===== src/rtl/uart_pkg.sv =====
// Shared definitions for the memory-mapped console transmitter.
// Holds the serialiser FSM state type, the bit layout of the 32-bit
// status word, and the default word addresses of the two registers.
package uart_pkg;

    typedef enum logic [1:0] {
        IDLE  = 2'd0,
        START = 2'd1,
        DATA  = 2'd2,
        STOP  = 2'd3
    } tx_state_e;

    // Status word layout: {22'b0, overflow, tx_busy, full, empty, count[5:0]}
    localparam int STAT_COUNT_LSB = 0;
    localparam int STAT_COUNT_W   = 6;
    localparam int STAT_EMPTY     = 6;
    localparam int STAT_FULL      = 7;
    localparam int STAT_BUSY      = 8;
    localparam int STAT_OVF       = 9;

    localparam logic [7:0] DEF_TX_ADDR     = 8'hFF;
    localparam logic [7:0] DEF_STATUS_ADDR = 8'hFE;

endpackage


===== src/rtl/sync_fifo.sv =====
// Synchronous first-word-fall-through FIFO.
// Ports:
//   clock, clear  - rising-edge clock, asynchronous active-low reset
//   push, wdata   - write request and data; ignored while full
//   pop           - read request; ignored while empty
//   rdata         - current head entry, valid whenever empty is low
//   count         - number of stored entries (0..DEPTH)
//   full, empty   - occupancy flags derived from count
module sync_fifo #(
    parameter int WIDTH = 8,
    parameter int DEPTH = 8
) (
    input  logic                     clock,
    input  logic                     clear,
    input  logic                     push,
    input  logic                     pop,
    input  logic [WIDTH-1:0]         wdata,
    output logic [WIDTH-1:0]         rdata,
    output logic [$clog2(DEPTH):0]   count,
    output logic                     full,
    output logic                     empty
);

    localparam int AW = $clog2(DEPTH);

    logic [WIDTH-1:0] mem [DEPTH];
    logic [AW-1:0]    wr_ptr;
    logic [AW-1:0]    rd_ptr;
    logic             do_push;
    logic             do_pop;

    // Both qualifiers use the pre-edge flags, so a push into a full FIFO is
    // dropped even when a pop frees a slot on the same edge.
    assign do_push = push && !full;
    assign do_pop  = pop && !empty;

    assign full  = (count == (AW+1)'(DEPTH));
    assign empty = (count == '0);
    assign rdata = mem[rd_ptr];

    // NOTE: the storage array has no reset; the pointers and count fully
    // define which entries are valid, and a resettable array costs a mux per bit.
    always_ff @(posedge clock) begin
        if (do_push) begin
            mem[wr_ptr] <= wdata;
        end
    end

    // NOTE: sequential state is updated with non-blocking assignments only,
    // so every register samples the pre-edge values of its peers.
    always_ff @(posedge clock or negedge clear) begin
        if (!clear) begin
            wr_ptr <= '0;
            rd_ptr <= '0;
            count  <= '0;
        end else begin
            // Pointers are log2(DEPTH) bits and wrap naturally.
            if (do_push) wr_ptr <= wr_ptr + AW'(1);
            if (do_pop)  rd_ptr <= rd_ptr + AW'(1);
            case ({do_push, do_pop})
                2'b10:   count <= count + 1'b1;
                2'b01:   count <= count - 1'b1;
                default: count <= count;
            endcase
        end
    end

endmodule


===== src/rtl/mmio_uart_tx.sv =====
// Memory-mapped console transmitter snooping the MEM-stage store bus.
// Byte stores to TX_ADDR are queued in a FIFO and sent as 8N1 frames.
// Ports:
//   clock, clear - rising-edge clock, asynchronous active-low reset
//   wren, addr   - store enable and word address from the MEM stage
//   din          - store data; din[7:0] is the byte, din[9] clears overflow
//   status       - {22'b0, overflow, tx_busy, full, empty, count[5:0]}
//   tx           - registered UART line, idle high
//   tx_busy      - a frame is on the line
//   overflow     - sticky: a console store was dropped on a full FIFO
module mmio_uart_tx
    import uart_pkg::*;
#(
    parameter int         CLKS_PER_BIT = 434,
    parameter int         FIFO_DEPTH   = 8,
    parameter logic [7:0] TX_ADDR      = DEF_TX_ADDR,
    parameter logic [7:0] STATUS_ADDR  = DEF_STATUS_ADDR
) (
    input  logic        clock,
    input  logic        clear,
    input  logic        wren,
    input  logic [7:0]  addr,
    input  logic [31:0] din,
    output logic [31:0] status,
    output logic        tx,
    output logic        tx_busy,
    output logic        overflow
);

    localparam int BW = $clog2(CLKS_PER_BIT);
    localparam int CW = $clog2(FIFO_DEPTH) + 1;

    tx_state_e       state_q, state_n;
    logic [BW-1:0]   baud_q, baud_n;
    logic [2:0]      bit_q, bit_n;
    logic [7:0]      shift_q, shift_n;
    logic            tx_q, tx_n;
    logic            ovf_q;

    logic            push_req;
    logic            ovf_clear;
    logic            pop;
    logic [7:0]      head;
    logic [CW-1:0]   fifo_count;
    logic            fifo_full;
    logic            fifo_empty;
    logic            baud_done;
    logic            unused_din;

    assign push_req  = wren && (addr == TX_ADDR);
    assign ovf_clear = wren && (addr == STATUS_ADDR) && din[9];
    assign baud_done = (baud_q == BW'(CLKS_PER_BIT - 1));
    assign unused_din = ^{din[31:10], din[8]};

    sync_fifo #(
        .WIDTH (8),
        .DEPTH (FIFO_DEPTH)
    ) u_fifo (
        .clock (clock),
        .clear (clear),
        .push  (push_req),
        .pop   (pop),
        .wdata (din[7:0]),
        .rdata (head),
        .count (fifo_count),
        .full  (fifo_full),
        .empty (fifo_empty)
    );

    // NOTE: every signal driven here gets a default first, so no path can
    // leave a value unassigned and infer a latch.
    always_comb begin
        state_n = state_q;
        baud_n  = baud_q;
        bit_n   = bit_q;
        shift_n = shift_q;
        tx_n    = tx_q;
        pop     = 1'b0;
        case (state_q)
            IDLE: begin
                tx_n = 1'b1;
                if (!fifo_empty) begin
                    // FWFT head lets the pop and the load share one edge.
                    pop     = 1'b1;
                    shift_n = head;
                    baud_n  = '0;
                    tx_n    = 1'b0;
                    state_n = START;
                end
            end
            START: begin
                if (baud_done) begin
                    baud_n  = '0;
                    bit_n   = '0;
                    tx_n    = shift_q[0];
                    state_n = DATA;
                end else begin
                    baud_n = baud_q + BW'(1);
                end
            end
            DATA: begin
                if (baud_done) begin
                    baud_n  = '0;
                    shift_n = shift_q >> 1;
                    if (bit_q == 3'd7) begin
                        tx_n    = 1'b1;
                        state_n = STOP;
                    end else begin
                        bit_n = bit_q + 3'd1;
                        // Registered line shows the bit the shift exposes next.
                        tx_n  = shift_q[1];
                    end
                end else begin
                    baud_n = baud_q + BW'(1);
                end
            end
            STOP: begin
                if (baud_done) begin
                    baud_n  = '0;
                    state_n = IDLE;
                end else begin
                    baud_n = baud_q + BW'(1);
                end
            end
            default: state_n = IDLE;
        endcase
    end

    always_ff @(posedge clock or negedge clear) begin
        if (!clear) begin
            state_q <= IDLE;
            baud_q  <= '0;
            bit_q   <= '0;
            shift_q <= '0;
            tx_q    <= 1'b1;
        end else begin
            state_q <= state_n;
            baud_q  <= baud_n;
            bit_q   <= bit_n;
            shift_q <= shift_n;
            tx_q    <= tx_n;
        end
    end

    // Set and clear come from different addresses, so they never collide.
    always_ff @(posedge clock or negedge clear) begin
        if (!clear) begin
            ovf_q <= 1'b0;
        end else if (push_req && fifo_full) begin
            ovf_q <= 1'b1;
        end else if (ovf_clear) begin
            ovf_q <= 1'b0;
        end
    end

    assign tx       = tx_q;
    assign tx_busy  = (state_q != IDLE);
    assign overflow = ovf_q;

    always_comb begin
        status = '0;
        status[STAT_COUNT_LSB +: STAT_COUNT_W] = STAT_COUNT_W'(fifo_count);
        status[STAT_EMPTY] = fifo_empty;
        status[STAT_FULL]  = fifo_full;
        status[STAT_BUSY]  = tx_busy;
        status[STAT_OVF]   = ovf_q;
    end

endmodule


===== config.mk =====
export PLATFORM = sky130hd
export DESIGN_NAME = mmio_uart_tx
export DESIGN_NICKNAME = d
export VERILOG_FILES = /design/src/rtl/uart_pkg.sv /design/src/rtl/sync_fifo.sv /design/src/rtl/mmio_uart_tx.sv
export SDC_FILE = /design/constraint.sdc
export NUM_CORES = 1
export LEC_CHECK = 0
export BUFFER_PORTS_ARGS = -buffer_cell sky130_fd_sc_hd__buf_2
export CAP_MARGIN = 5
export CORE_MARGIN = 4
export CORE_UTILIZATION = 50
export CTS_CLUSTER_DIAMETER = 100
export DETAILED_ROUTE_END_ITERATION = 6
export PLACE_DENSITY = 0.83
export SLEW_MARGIN = 10
export SYNTH_ARGS = -nofsm -noshare
export SYNTH_HDL_FRONTEND = slang
export SYNTH_SLANG_ARGS = --single-unit

===== constraint.sdc =====
create_clock -name clock -period 4.3 [get_ports clock]
set_input_delay 0.43 -clock clock [delete_from_list [all_inputs] [get_ports clock]]
set_output_delay 0.43 -clock clock [all_outputs]
set_load 0.02 [all_outputs]

==> impl_metrics.csv, run 1 <==
group,metric,value,unit
floorplanning,core,0.00920,sq mm
yosys,synthCells,326,
sta,finalHoldViolations,0,
clock_tree,cts_tree,"done",
clock_tree,post_cts_buffers,0,
cells_and_area,layout-area-overhead-vs-synth,6.37,%
place,port_buffers,30,
yosys,synth_edf_count,64,
worst_setup_path,path_cells,"inv_1, ha_1, inv_1, nor2_1, ha_1, xor2_1, ha_1, a21oi_1, xor2_1, nor2_1, xor2_1",
yosys,synthSimpleGateAreaFrac,7.19,%
clock_tree,root_buffer,"clkbuf_8",
yosys,synthMuxAreaShare,13.0,%
route,topRoutingLayerUsed,"met4",
worst_setup_path,reg2reg_slack,1.57,ns
place,dpl_cell_area,0.00481,sq mm
sta,fin_setup_tns,0,ns
yosys,async_flop_share,34.7,%
sta,slew_viol_final,0,
grt,grt_max_degree,35,
cells_and_area,fin_area,0.00502,sq mm
clock_tree,clk_pin_slew,0.11,ns
yosys,synth_adder_area_share,3.71,%
yosys,synth-main-ff-cell,"edfxtp_1",
sta,slew_headroom,35.5,%
sta,fmax,367,MHz
yosys,ys_seq_elements,98,
route,drt_iter0_markers,103,
cells_and_area,layout.nets,409,
floorplanning,die_w,105,um
yosys,synth_top_area_share,40.7,%
worst_setup_path,startpoint_type,"flip-flop",
route,ant_nets,0,
sta,rsz0062_at_grt,"false",
sta,clock_skew,0.0150,ns
yosys,synth.area.top_cells,"edfxtp_1, dfrtp_1, mux4_1, buf_4, ha_1",
power,leakage,0.00194,uW
power,peakVddDrop,0.371,mV
route,vias,2574,
grt,overflow,0,
floorplanning,dieArea,0.0111,sq mm
route,wl_met1,3370,um
clock_tree,h-tree-depth,3,
yosys,ys_seq_area_share,58.8,%
route,wl_per_cell,16.7,um
floorplanning,die_h,105,um
worst_setup_path,slowest_stage,"dfrtp_1",
sta,setup_ws,1.57,ns
sta,worstMarginPinSlew,0.967,ns
job,maxCapViolCount,0,
power,cellPowerDensity,568,mW/mm^2
worst_setup_path,crit_path_max_incr_delay,0.43,ns
floorplanning,initial_utilization,51.3,%
worst_setup_path,worstSetupPathType,"reg2reg",
grt,antenna_found_initial,0,
route,routed-wl-met3,324,um
route,dr.pass1.iters,4,
floorplanning,rows,35,
hold_path,hold_path.class,"in2async",
worst_setup_path,reg2reg_to,"u_fifo.count[2]",
grt,grt_pass1_wl,13000,um
clock_tree,hold_buffers,0,
clock_tree,cts_buffers,9,
sta,finalSetupViolations,0,
clock_tree,clk_latency,0.37,ns
worst_setup_path,cp.arrival,2.99,ns
yosys,synth_top_family_by_area,"multiplexers",
clock_tree,cts_sinks,98,
route,drt-vias-per-instance,5.50,
worst_setup_path,cp-startpoint,"state_q[0]",
clock_tree,cts_buffer_depth,2,
sta,fin_crit_sh,63.4,%
grt,grt.total_usage,15.1,%
yosys,synth_compound_area_share,7.03,%
clock_tree,cts-resized-gates,0,
route,drc,0,
place,dp_hpwl,5330,um
route,wl,7820,um
yosys,yosysTopAreaCell,"edfxtp_1",
sta,fin_crit,2.73,ns
worst_setup_path,required,4.56,ns
cells_and_area,n_antenna_cell,0,
worst_setup_path,endpoint,"u_fifo.count[2]",
yosys,yosysWarnings,0,
yosys,synth-xor-area-share,2.79,%
worst_setup_path,end_kind,"flip-flop",
route,route.met2.wl,4070,um
floorplanning,pin_count,78,
worst_setup_path,rr_worst_depth,11,
yosys,ys_types,53,
grt,grt_pass1_vias,2582,
cells_and_area,drive_above_1_share,21.0,%
worst_setup_path,critPathMaxFanout,11,
place,place_ws,1.61,ns
yosys,syn_avg_cell_area,14.5,sq um
run_status,status,"complete, no violations",
place,gp_congestion,0.816,
worst_setup_path,r2r_start,"state_q[0]",
yosys,synth_area,0.00472,sq mm
[cell usage after synthesis (4+ instances only)]
| cell | number |
|---|---|
| edfxtp_1 | 64 |
| dfrtp_1 | 33 |
| buf_4 | 30 |
| nor2_1 | 21 |
| o21ai_0 | 15 |
| ha_1 | 14 |
| nand2_1 | 13 |
| mux2_2 | 12 |
| mux4_1 | 11 |
| inv_1 | 10 |
| mux2i_1 | 10 |
| xnor2_1 | 9 |
| a21oi_1 | 7 |
| buf_2 | 7 |
| xor2_1 | 6 |
| a211oi_1 | 4 |
| mux4_2 | 4 |
| o21ai_1 | 4 |
[registers in the layout (all words and copies together), names as in the netlist]
signal         count
u_fifo.rd_ptr      3
state_q            2
u_fifo.wr_ptr      3
u_fifo.mem        64
tx                 1
baud_q             9
bit_q              3
u_fifo.count       4
overflow           1
shift_q            8
[per-layer routing]
layer | up-vias | GRT usage, %
met5 | - | 0
met4 | 0 | 3.84
met3 | 6 | 3.95
met2 | 57 | 25.5
met1 | 1288 | 19.3
li1 | 1223 | -
[cells by family (layout without fill, tap and decap cells)]
group                      Yosys count  count (layout)
adders and majority gates           14              14
and+or+nand+nor                     62              62
xor gates and xnor gates            15              15
AOI/OAI and AO/OA                   47              47
buffers and inverters               52              60
DFF                                 98              98
other                                1              24
muxes                               37              37
[worst min-delay path by stage]
| stage | from | endpoint | slack (ns) |
|---|---|---|---|
| floorplan | clear | baud_q[0] | 0.13 |
| global placement | shift_q[3] | shift_q[3] | 0.50 |
| detailed placement | shift_q[0] | shift_q[0] | 0.51 |
| CTS | clear | baud_q[3] | 0.14 |
| global route | clear | u_fifo.count[1] | 0.17 |
| finish | clear | baud_q[2] | 0.11 |
[layout by cell type, fill, tap and decap left out, drive strengths merged, types with 12 or more instances in the layout]
| master | instances |
|---|---|
| nand2 | 13 |
| o21ai | 19 |
| mux4 | 15 |
| nor2 | 21 |
| mux2 | 12 |
| buf | 33 |
| ha | 14 |
| conb | 24 |
| edfxtp | 64 |
| inv | 15 |
| dfrtp | 33 |
[worst max-delay path, delay by kind of cell (launching register included)]
family / cells / cell delay (ns)
fa+ha+maj: 3 / 0.95
simple gates: 2 / 0.44
compound gates: 1 / 0.17
flops: 1 / 0.43
xor+xnor: 3 / 0.39
buf+inv: 2 / 0.25
[metrics by stage]
| step | instances | hold slack (ns) | total power (uW) | util, % |
|---|---|---|---|---|
| floorplan | 349 | 0.134 | 2130 | - |
| global placement | 452 | 0.497 | 2240 | 52.4 |
| detailed placement | 452 | 0.509 | 2290 | 52.4 |
| CTS | 468 | 0.137 | 2870 | 54.6 |
| global route | 468 | 0.166 | 3040 | 54.6 |
| finish | 468 | 0.111 | 2850 | 54.6 |
[power by group]
group	switching [uW]	total, uW	internal (uW)
registers	196	1310	1120
logic	471	947	476
clock network	357	590	233
total	1020	2850	1820
[area by class of cell]
| type | count | area [sq um] |
|---|---|---|
| Tap cell | 111 | 139 |
| Multi-Input combinational cell | 199 | 1690 |
| Timing Repair Buffer | 33 | 173 |
| Inverter | 11 | 41.3 |
| Fill cell | 735 | 4180 |
| Clock inverter | 7 | 78.8 |
| Sequential cell | 98 | 2770 |
| Clock buffer | 9 | 124 |
Note: power is estimated with default switching activity, not from simulation.
==> run 2: changes to the inputs <==
Settings changed: PLACE_DENSITY 0.83 to 0.86.
Clock period 4.3 ns to 2.2 ns, I/O delays scaled along.
==> impl_metrics.csv, run 2 (synthesis gave the netlist of run 1 again) <==
group,metric,value,unit
run_status,status,"complete, no violations",
sta,fin_crit_sh,96.7,%
worst_setup_path,startpoint_type,"flip-flop",
worst_setup_path,cp-startpoint,"u_fifo.count[1]",
cells_and_area,drive_above_1_share,26.3,%
route,vias,2692,
route,dr.pass1.iters,4,
power,seqPwrFrac,42.4,%
hold_path,hold_path.class,"in2reg",
worst_setup_path,critPathMaxFanout,5,
cells_and_area,n_antenna_cell,0,
worst_setup_path,endpoint,"u_fifo.count[2]",
worst_setup_path,reg2reg_slack,0.07,ns
sta,fin_setup_tns,0,ns
worst_setup_path,r2r_start,"u_fifo.count[1]",
cells_and_area,fin_area,0.00520,sq mm
power,switching_power,2090,uW
worst_setup_path,required,2.50,ns
worst_setup_path,reg2reg_to,"u_fifo.count[2]",
sta,clock_skew,0.0131,ns
grt,grt_max_degree,35,
cells_and_area,reg_top3,"u_fifo.mem x64, baud_q x9, shift_q x8",
clock_tree,root_buffer,"clkbuf_8",
power,leakage,0.00205,uW
place,port_buffers,30,
cells_and_area,layout.nets,428,
grt,overflow,0,
sta,finalSetupViolations,0,
power,internal-power,3730,uW
sta,fmax,470,MHz
power,total_power,5820,uW
power,pwr-share-clk,19.4,%
floorplanning,die_w,105,um
clock_tree,cts_tree,"done",
worst_setup_path,crit_path_max_incr_delay,0.45,ns
route,wl,8450,um
worst_setup_path,slowest_stage,"dfrtp_2",
place,dpl_cell_area,0.00499,sq mm
route,drt-vias-per-instance,5.53,
cells_and_area,final_common_cell,"edfxtp_1",
place,dp_hpwl,5930,um
power,p_comb_share,38.2,%
worst_setup_path,worstSetupPathType,"reg2reg",
worst_setup_path,rr_worst_depth,11,
clock_tree,clk_pin_slew,0.11,ns
cells_and_area,regMostFlops,"u_fifo.mem",
job,maxCapViolCount,0,
worst_setup_path,end_kind,"flip-flop",
route,drt_iter0_markers,133,
cells_and_area,layout-area-overhead-vs-synth,10.3,%
power,cellPowerDensity,1120,mW/mm^2
sta,finalHoldViolations,0,
sta,slew_viol_final,0,
clock_tree,cts_buffer_depth,2,
clock_tree,h-tree-depth,3,
worst_setup_path,path_cells,"nor4b_4, buf_4, nor4_4, inv_1, ha_4, xor2_2, ha_1, a21oi_2, xor2_1, nor2_1, xor2_1",
sta,rsz0062_at_grt,"true",
grt,grt_pass1_wl,14100,um
worst_setup_path,cp.arrival,2.42,ns
floorplanning,pin_count,78,
floorplanning,initial_utilization,51.3,%
power,peakVddDrop,0.569,mV
place,place_ws,0.0573,ns
power,p_sw_share,35.9,%
sta,worstMarginPinSlew,0.768,ns
cells_and_area,largest_reg_flops,64,
sta,fin_crit,2.13,ns
clock_tree,cts_sinks,98,
floorplanning,rows,35,
clock_tree,clk_latency,0.37,ns
clock_tree,cts_buffers,9,
sta,slew_headroom,48.8,%
floorplanning,core,0.00920,sq mm
route,drc,0,
worst_setup_path,crit_top_cell,"xor2_1",
grt,grt_pass1_vias,2763,
sta,fin_hold_ws,0.102,ns
cells_and_area,mostFrequentLayoutCells,"edfxtp_1, dfrtp_1, buf_2",
sta,setup_ws,0.0723,ns
route,wl_per_cell,17.4,um
floorplanning,dieArea,0.0111,sq mm
route,ant_nets,0,
grt,grt.total_usage,16.5,%
place,gp_congestion,0.788,
floorplanning,die_h,105,um
grt,antenna_found_initial,0,
clock_tree,post_cts_buffers,0,
[run 2: cell count changes in the layout (fill, tap and decap cells not counted), sizes merged]
| cell | before | now |
|---|---|---|
| buf | 33 | 51 |
| clkinv | 3 | 1 |
| inv | 15 | 17 |
| dlygate4sd3 | 0 | 1 |
[run 2: cell type report]
| cell class | count | area [sq um] |
|---|---|---|
| clock buffer | 9 | 124 |
| sequential | 98 | 2780 |
| clock inverter | 7 | 66.3 |
| inverter | 11 | 41.3 |
| multi-input combinational | 199 | 1730 |
| tap | 111 | 139 |
| fill | 677 | 3990 |
| timing repair buffer | 52 | 330 |
[run 2: power groups by stage]
| stage | sequential (uW) | clock (uW) | combinational (uW) |
|---|---|---|---|
| floorplan | 2430 | 0 | 1790 |
| global placement | 2480 | 0 | 2100 |
| detailed placement | 2500 | 0 | 2200 |
| CTS | 2460 | 1150 | 2220 |
| global route | 2510 | 1240 | 2480 |
| finish | 2470 | 1130 | 2220 |
[run 2: worst max-delay path: cells and delay by family, from the launching register on]
kind | cells | cell delay, ns
AND/OR/NAND/NOR | 3 | 0.47
adder cells (fa/ha/maj) | 2 | 0.36
buffers and inverters | 2 | 0.28
flip-flops | 1 | 0.45
XOR/XNOR | 3 | 0.47
AO/OA/AOI/OAI | 1 | 0.04
[run 2: per-layer routing]
metal	up-vias	routed length, um	track usage [%]	part of all wire [%]
li1	1258	-	-	-
met5	-	0	0	0
met2	75	4590	30.0	54
met3	7	493	3.03	5.8
met4	0	73	5.62	0.86
met1	1352	3290	19.6	39
[run 2: timing repair]
item                                    in CTS  in global routing
hold buffers                                 1                  0
endpoints found under the setup margin       0                  7
resized for setup                            0                  4
hold endpoints to repair                    33                  0
[run 2: how the worst min path moves through the flow]
stage	from	endpoint	slack (ns)	depth (start not counted)
finish	din[4]	u_fifo.mem[0][4]	0.10	1
CTS	din[3]	u_fifo.mem[0][3]	0.09	1
detailed placement	clear	baud_q[8]	0.35	1
global route	din[3]	u_fifo.mem[0][3]	0.1	1
global placement	clear	baud_q[8]	0.32	1
floorplan	clear	baud_q[0]	-0.08	0
[run 2: through the flow]
| stage | util [%] | std cells |
|---|---|---|
| 3_5_place_dp | 54.2 | 470 |
| 3_3_place_gp | 54.2 | 470 |
| 2_1_floorplan | - | 349 |
| 4_1_cts | 56.4 | 487 |
| 6_report | 56.6 | 487 |
| 5_1_grt | 56.6 | 487 |
==> run 3: changes to the inputs <==
Settings changed: ABC_AREA set to 1, CELL_PAD_IN_SITES_DETAIL_PLACEMENT set to 1, CELL_PAD_IN_SITES_GLOBAL_PLACEMENT set to 1, CORE_UTILIZATION 50 to 39, PLACE_DENSITY 0.86 to 0.87.
==> impl_metrics.csv, run 3 <==
group,metric,value,unit
run_status,status,"complete, no violations",
yosys,async_flop_share,34.7,%
place,gp_congestion,0.838,
cells_and_area,fill_cells,1401,
route,drt_iter0_markers,142,
clock_tree,cts_buffers,9,
cells_and_area,regMostFlops,"u_fifo.mem",
grt,grt_pass1_vias,3685,
yosys,ys_seq_area_share,58.1,%
worst_setup_path,cp.arrival,2.31,ns
floorplanning,die_w,119,um
power,total_power,6910,uW
clock_tree,h-tree-depth,3,
sta,finalHoldViolations,0,
sta,fin_setup_tns,0,ns
sta,slew_viol_final,0,
yosys,syn_avg_cell_area,9.73,sq um
cells_and_area,ff_latch_area,0.00277,sq mm
worst_setup_path,required,2.47,ns
sta,setup_ws,0.161,ns
yosys,synth_edf_count,64,
floorplanning,dieArea,0.0141,sq mm
worst_setup_path,startpoint_type,"flip-flop",
yosys,yosysWarnings,0,
yosys,yosysTopAreaCell,"edfxtp_1",
route,vias,3502,
cells_and_area,n_antenna_cell,0,
cells_and_area,multi_input_area,0.00169,sq mm
hold_path,hold_path.class,"in2reg",
place,port_buffers,30,
yosys,synth_common_cells,"nand2_1, edfxtp_1, nand3_1, nor2_1, dfrtp_1",
route,ant_nets,0,
route,wl,11400,um
sta,fin_crit_sh,92.7,%
power,cellPowerDensity,1270,mW/mm^2
cells_and_area,final_common_cell,"nand2_1",
grt,overflow,0,
clock_tree,root_buffer,"clkbuf_16",
job,maxCapViolCount,0,
floorplanning,rows,40,
clock_tree,clk_pin_slew,0.08,ns
power,leakage,0.00240,uW
grt,grt_max_degree,35,
sta,fmax,490,MHz
sta,worstMarginPinSlew,0.806,ns
yosys,synth_area,0.00478,sq mm
worst_setup_path,critPathMaxFanout,4,
cells_and_area,drive_above_1_share,17.3,%
cells_and_area,layout-area-overhead-vs-synth,13.8,%
cells_and_area,mostFrequentLayoutCells,"nand2_1, edfxtp_1, nand3_1",
clock_tree,cts_tree,"done",
place,place_ws,0.0804,ns
grt,grt.total_usage,16.7,%
grt,antenna_found_initial,0,
route,drc,0,
cells_and_area,largest_reg_flops,64,
route,wl_per_cell,16.5,um
sta,finalSetupViolations,0,
sta,clock_skew,0.00811,ns
yosys,yosysMostFrequentCell,"nand2_1",
yosys,synth-main-ff-cell,"edfxtp_1",
route,dr.pass1.iters,4,
sta,slew_headroom,46.3,%
clock_tree,clk_latency,0.35,ns
yosys,synth.area.top_cells,"edfxtp_1, dfrtp_1, nand2_1, nand3_1, buf_4",
worst_setup_path,end_kind,"flip-flop",
worst_setup_path,worstSetupPathType,"reg2reg",
yosys,ys_seq_elements,98,
sta,rsz0062_at_grt,"false",
cells_and_area,layout.nets,594,
cells_and_area,reg_top3,"u_fifo.mem x64, baud_q x9, shift_q x8",
clock_tree,cts_sinks,98,
clock_tree,cts_buffer_depth,2,
floorplanning,pin_count,78,
yosys,synth_top_area_share,40.2,%
grt,grt_pass1_wl,18700,um
floorplanning,initial_utilization,39.8,%
floorplanning,core,0.0120,sq mm
route,drt-vias-per-instance,5.08,
floorplanning,die_h,119,um
place,dp_hpwl,7690,um
yosys,synthCells,491,
sta,fin_crit,2.04,ns
power,peakVddDrop,0.802,mV
yosys,ys_types,38,
sta,fin_hold_ws,0.138,ns
## run 3: worst paths after layout
kind	slack, ns	endpoint	cells past startpoint	start
min reg2reg	0.49	shift_q[6]	2	shift_q[6]
min	0.14	u_fifo.mem[0][4]	1	din[4]
max	0.16	u_fifo.count[2]	10	state_q[0]
min in group asynchronous	0.50	baud_q[7]	2	clear
max reg2reg	0.16	u_fifo.count[2]	10	state_q[0]
max in group asynchronous	1.18	u_fifo.count[1]	2	clear
## run 3: per-stage QoR
stage	std cells	area (sq um)	utilization (%)
2_1_floorplan	514	4860	-
3_3_place_gp	667	5050	42.0
3_5_place_dp	667	5050	42.0
4_1_cts	684	5380	44.8
5_1_grt	689	5440	45.3
6_report	689	5440	45.3
## run 3: logic make-up (layout without fill, tap and decap cells)
group,count (synthesis),count (layout),synth area share [%]
AO/OA/AOI/OAI,32,32,3.67
buffers and inverters,78,106,8.78
XOR/XNOR,6,6,1.10
adder cells (fa/ha/maj),14,14,3.67
other,1,24,0.0785
multiplexers,1,1,0.210
AND/OR/NAND/NOR,261,261,24.4
flip-flops,98,98,58.1
## run 3: where the power goes
part / internal, uW / switching [uW] / total, uW / leakage [uW]
Combinational: 978 / 1900 / 2870 / 0.00125
Clock: 918 / 755 / 1670 / 0.000154
Sequential: 2180 / 180 / 2360 / 0.00100
## run 3: critical path, cell delays in order, from the launching register on
cell and delay [ns]:
dfrtp_1 0.43, inv_1 0.13, ha_1 0.23, nand2_2 0.10, inv_1 0.11, ha_2 0.24
xor2_2 0.19, ha_1 0.20, a21oi_2 0.04, xor2_1 0.15, o21ai_0 0.14
## run 3: what timing repair did
action,CTS,global route
hold endpoints to repair,33,0
hold buffers,1,0
setup endpoints to repair,0,2
buffers inserted,0,5
resized for setup,0,4
## run 3: layout make-up
class | count | area share (%)
Clock buffer | 9 | 4.14
Sequential cell | 98 | 51.0
Clock inverter | 7 | 1.77
Tap cell | 147 | 3.38
Timing Repair Buffer | 54 | 6.12
Inverter | 36 | 2.53
Multi-Input combinational cell | 338 | 31.0
## run 3: per-layer routing
layer  wire length (um)  global-route usage, %  share of wire (%)
met5                  0                      0                  0
met4                296                   7.68                2.6
met3                414                   2.78                3.6
met2               6050                   30.3                 53
met1               4630                   19.3                 41
